**src/rtl/skid_buf_if.sv**
```systemverilog
// skid_buf_if: valid/ready handshake bundle for the skid buffer's upstream and downstream sides.
interface skid_buf_if #(parameter int DAT_W = 32);
  logic             s_valid;
  logic             s_ready;
  logic [DAT_W-1:0] s_data;
  logic             m_valid;
  logic             m_ready;
  logic [DAT_W-1:0] m_data;
  logic [1:0]       occ;
  modport slave  (input s_valid, s_data, m_ready, output s_ready, m_valid, m_data, occ);
  modport master (output s_valid, s_data, m_ready, input s_ready, m_valid, m_data, occ);
endinterface

```
**src/rtl/skid_buf.sv**
```systemverilog
// skid_buf: registered valid/ready skid buffer, one main entry plus one skid entry.
module skid_buf #(parameter int DAT_W = 32) (
  input logic       clk,
  input logic       rst_n,
  skid_buf_if.slave bus
);
  // Encoding equals occupancy so occ comes straight off the state flops.
  typedef enum logic [1:0] {EMPTY = 2'd0, BUSY = 2'd1, FULL = 2'd2} state_t;
  state_t           state_q, state_d;
  logic [DAT_W-1:0] main_q, main_d, skid_q, skid_d;
  logic             m_valid_q, m_valid_d, s_ready_q, s_ready_d;
  always_ff @(posedge clk or negedge rst_n) begin
    if (!rst_n) begin
      state_q   <= EMPTY;
      main_q    <= '0;
      skid_q    <= '0;
      m_valid_q <= 1'b0;
      s_ready_q <= 1'b1;
    end else begin
      state_q   <= state_d;
      main_q    <= main_d;
      skid_q    <= skid_d;
      m_valid_q <= m_valid_d;
      s_ready_q <= s_ready_d;
    end
  end
  always_comb begin
    state_d = state_q;
    main_d  = main_q;
    skid_d  = skid_q;
    case (state_q)
      EMPTY: if (bus.s_valid) begin
        main_d  = bus.s_data;
        state_d = BUSY;
      end
      BUSY: begin
        if (bus.s_valid && bus.m_ready) main_d = bus.s_data;
        if (bus.s_valid && !bus.m_ready) begin
          skid_d  = bus.s_data;
          state_d = FULL;
        end
        if (!bus.s_valid && bus.m_ready) state_d = EMPTY;
      end
      FULL: if (bus.m_ready) begin
        main_d  = skid_q;
        state_d = BUSY;
      end
      default: state_d = EMPTY;
    endcase
  end
  // Handshake outputs are precomputed from the next state so they leave from flops.
  always_comb begin
    m_valid_d = state_d != EMPTY;
    s_ready_d = state_d != FULL;
  end
  assign bus.s_ready = s_ready_q;
  assign bus.m_valid = m_valid_q;
  assign bus.m_data  = main_q;
  assign bus.occ     = state_q;
endmodule

```
**src/flat_wrapper.sv**
```systemverilog
// flat-port wrapper written by rule: the top's interface ports become plain ports
module skid_buf_flat 
#(parameter int DAT_W = 32)
  (clk, rst_n, bus_s_valid, bus_s_data, bus_m_ready, bus_s_ready, bus_m_valid, bus_m_data, bus_occ);
  skid_buf_if #(.DAT_W(DAT_W)) bus_i ();
  input logic clk;
  input logic rst_n;
  input wire logic [$bits(bus_i.s_valid)-1:0] bus_s_valid;
  input wire logic [$bits(bus_i.s_data)-1:0] bus_s_data;
  input wire logic [$bits(bus_i.m_ready)-1:0] bus_m_ready;
  output wire logic [$bits(bus_i.s_ready)-1:0] bus_s_ready;
  output wire logic [$bits(bus_i.m_valid)-1:0] bus_m_valid;
  output wire logic [$bits(bus_i.m_data)-1:0] bus_m_data;
  output wire logic [$bits(bus_i.occ)-1:0] bus_occ;
  assign bus_i.s_valid = bus_s_valid;
  assign bus_i.s_data = bus_s_data;
  assign bus_i.m_ready = bus_m_ready;
  assign bus_s_ready = bus_i.s_ready;
  assign bus_m_valid = bus_i.m_valid;
  assign bus_m_data = bus_i.m_data;
  assign bus_occ = bus_i.occ;
  skid_buf #(.DAT_W(DAT_W)) u_core (.clk(clk), .rst_n(rst_n), .bus(bus_i));
endmodule
```
**config.mk**
```make
export PLATFORM = sky130hd
export DESIGN_NAME = skid_buf_flat
export DESIGN_NICKNAME = d
export VERILOG_FILES = /design/src/rtl/skid_buf_if.sv /design/src/rtl/skid_buf.sv /design/src/flat_wrapper.sv
export SDC_FILE = /design/constraint.sdc
export NUM_CORES = 1
export LEC_CHECK = 0
export CAP_MARGIN = 20
export CELL_PAD_IN_SITES_DETAIL_PLACEMENT = 1
export CELL_PAD_IN_SITES_GLOBAL_PLACEMENT = 1
export CORE_ASPECT_RATIO = 1.5
export CORE_MARGIN = 5
export CORE_UTILIZATION = 41
export CTS_CLUSTER_SIZE = 12
export DETAILED_ROUTE_END_ITERATION = 7
export GPL_ROUTABILITY_DRIVEN = 0
export GPL_TIMING_DRIVEN = 0
export HOLD_SLACK_MARGIN = 0.02
export PLACE_DENSITY_LB_ADDON = 0.08
export SETUP_SLACK_MARGIN = 0.5
export SLEW_MARGIN = 20
export SYNTH_ARGS = -nofsm -noshare
export SYNTH_HDL_FRONTEND = slang
export SYNTH_SLANG_ARGS = --single-unit
```
**constraint.sdc**
```tcl
create_clock -name clk -period 1.68 [get_ports clk]
set_input_delay 0.252 -clock clk [delete_from_list [all_inputs] [get_ports clk]]
set_output_delay 0.252 -clock clk [all_outputs]
set_load 0.01 [all_outputs]
```
==> metrics.cfg <==
[floorplan]
start_util_pct = 41.8
dieHeight_um = 118
rows = 39
ios = 72
die_x_um = 81.7
die_area_um2 = 9600
fp.coreArea_um2 = 7560

[timing]
max_slew_margin_pct = 80.7
setup_viol = 0
final.setup_skew_ns = 0.00447
setup_tns_ns = 0
final_hold_viol_count = 0
worst_slack_ns = 0.102
period_needed_ns = 1.58
timing.final.crit_share_pct = 93.9
slew_viol_final = 0
fmaxAchievable_mhz = 634
rsz0062_at_grt = yes
worstMarginPinSlew_ns = 0.289

[detailed_routing]
drt_pass1_iterations = 4
drt_iter0_markers = 33
ant_nets = 0
avgRoutedWirePerCell_um = 20.1
viasPerCell = 4.90
wirelength_um = 8030
vias = 1960
post-route-drc-count = 0

[clock_tree]
cts_buffer_depth = 2
cts-root-buf = clkbuf_16
cts_tree = built
htreeDepth = 3
worst_skew_pair.late_latency_ns = 0.33
cts-buffers-inserted = 9
cts.sinks = 68
path_clk_slew_ns = 0.05

[global_routing]
grt_pass1_wl_um = 11100
antenna_found_initial = 0
grt_pass1_vias = 2142
grt.total_usage_pct = 15.4
gr-total-overflow = 0
grt_max_degree = 56

[power_and_ir_drop]
power.density_nw_per_um2 = 1470
power_mw = 6.96
leakagePower_nw = 2.30
ir_worst_vdd_mv = 0.849

[placed_design]
port-buffer-count = 71
numPlacedInstances = 361
hpwl_um = 4470
pre_cts_ws_ns = -0.263

[hold_path]
min_path_type = input port to async pin

[worst_setup_path]
r2r_setup_slack_ns = 0.10
r2r-end = u_core.bus.m_data[28]
critical_path_class = flop to flop
worstPathRequired_ns = 1.89
crit_path_max_fanout = 6
reg2reg_depth = 6
max_stage_delay_ns = 0.45
end_kind = flop
arrival_ns = 1.79
path_cells = buf_4 > nand3b_1 > o21ai_4 > buf_6 > clkbuf_16 > mux2_4
worstReg2RegStart = u_core.bus.occ[1]
crit_slowest_cell = dfrtp_2
start_kind = flop

[final_layout]
fillers = 700
antenna_cells = 0
drive_gt1_share_pct = 62.8
layout.nets = 330
final_common_cell = mux2_4
mostFrequentLayoutCells = mux2_4, dfrtp_1, buf_2
area_delta_synth_final_pct = 49.5
stdcell_count = 400

[logic_synthesis]
netlist_area_um2 = 3160
syn_inst = 187
ys_ff_latch = 68
ys_seq_area_share_pct = 53.9
ys_warn_count = 0
synth_cell_type_count = 18
avgSynthCellArea_um2 = 16.9
synth_fp_nets = 223

[outcome]
status = finished clean

[flow_run]
drv_cap = 0

## logic make-up after synthesis
logic type      Yosys count  synth area share (%)
buf+inv                  11                  2.73
xor+xnor                  1                 0.277
simple gates              7                  1.46
compound gates            4                 0.831
flops                    68                  53.9
mux                      96                  40.8
## worst max-delay path: cells and delay by family (launching register included)
kind                   cells  cell delay (ns)
AO/OA/AOI/OAI              1             0.11
buffers and inverters      3             0.45
flip-flops                 1             0.45
multiplexers               1             0.29
AND/OR/NAND/NOR            1             0.16
## cells in the mapped netlist, drive strengths merged
library cell,number,area (µm²)
dfstp,1,26.3
dfrtp,67,1680
nor2,2,10.0
inv,1,3.75
xnor2,1,8.76
mux2,96,1290
nor2b,1,8.76
nand3b,2,15.0
o21ai,3,18.8
a21o,1,7.51
buf,10,82.6
nand2b,2,12.5
## sequential cells by signal, indices dropped and copies added, names as in the netlist
| name | flops |
|---|---|
| u_core.bus.m_data | 32 |
| u_core.skid_q | 32 |
| u_core.bus.occ | 2 |
| u_core.bus.m_valid | 1 |
| u_core.bus.s_ready | 1 |
## metal layers
metal / GRT usage, % / vias up / part of all wire [%]
li1: - / 886 / -
met1: 18.3 / 1003 / 40
met2: 24.6 / 57 / 53
met3: 4.36 / 14 / 4.8
met4: 8.00 / 0 / 2.5
met5: 0 / - / 0
## cell type report
cell class / instances / area, µm² / share of cell area (%)
Buffer: 10 / 195 / 4.13
Clock buffer: 13 / 260 / 5.51
Clock inverter: 2 / 10.0 / 0.212
Inverter: 1 / 3.75 / 0.0794
Multi-Input combinational cell: 108 / 1520 / 32.2
Sequential cell: 68 / 1700 / 36.1
Tap cell: 102 / 128 / 2.70
Timing Repair Buffer: 96 / 902 / 19.1
## repair_timing
item / 4_1_cts / 5_1_grt
setup endpoints to repair: 100 / 70
setup buffers: 12 / 4
pin swaps: 2 / 1
hold buffers: 1 / 0
resized for setup: 160 / 35
hold endpoints to repair: 13 / 0
gates cloned: 0 / 7
## worst max path at each step
stage	to	slack (ns)	startpoint
2_1_floorplan	u_core.bus.m_data[23]	0.18	u_core.bus.occ[0]
3_3_place_gp	u_core.bus.occ[1]	-2.31	rst_n
3_5_place_dp	u_core.skid_q[6]	-0.26	bus_s_valid
4_1_cts	u_core.skid_q[6]	0.12	u_core.bus.occ[1]
5_1_grt	u_core.bus.m_data[28]	0.06	u_core.bus.occ[1]
6_report	u_core.bus.m_data[28]	0.10	u_core.bus.occ[1]
## per-stage QoR
step / cell area (µm²) / hold slack, ns / utilization (%)
after floorplan: 3250 / -0.0436 / -
after global placement: 4090 / 0.471 / 54.1
after detailed placement: 4110 / 0.127 / 54.4
after CTS: 4370 / 0.312 / 57.8
after global routing: 4730 / 0.344 / 62.5
final: 4730 / 0.321 / 62.5
## report_power, final
part | internal (mW) | switching [mW] | total (mW)
clock network | 1.07 | 0.660 | 1.73
logic | 1.66 | 0.845 | 2.51
registers | 2.32 | 0.408 | 2.73
(Power assumes the default switching activity.)
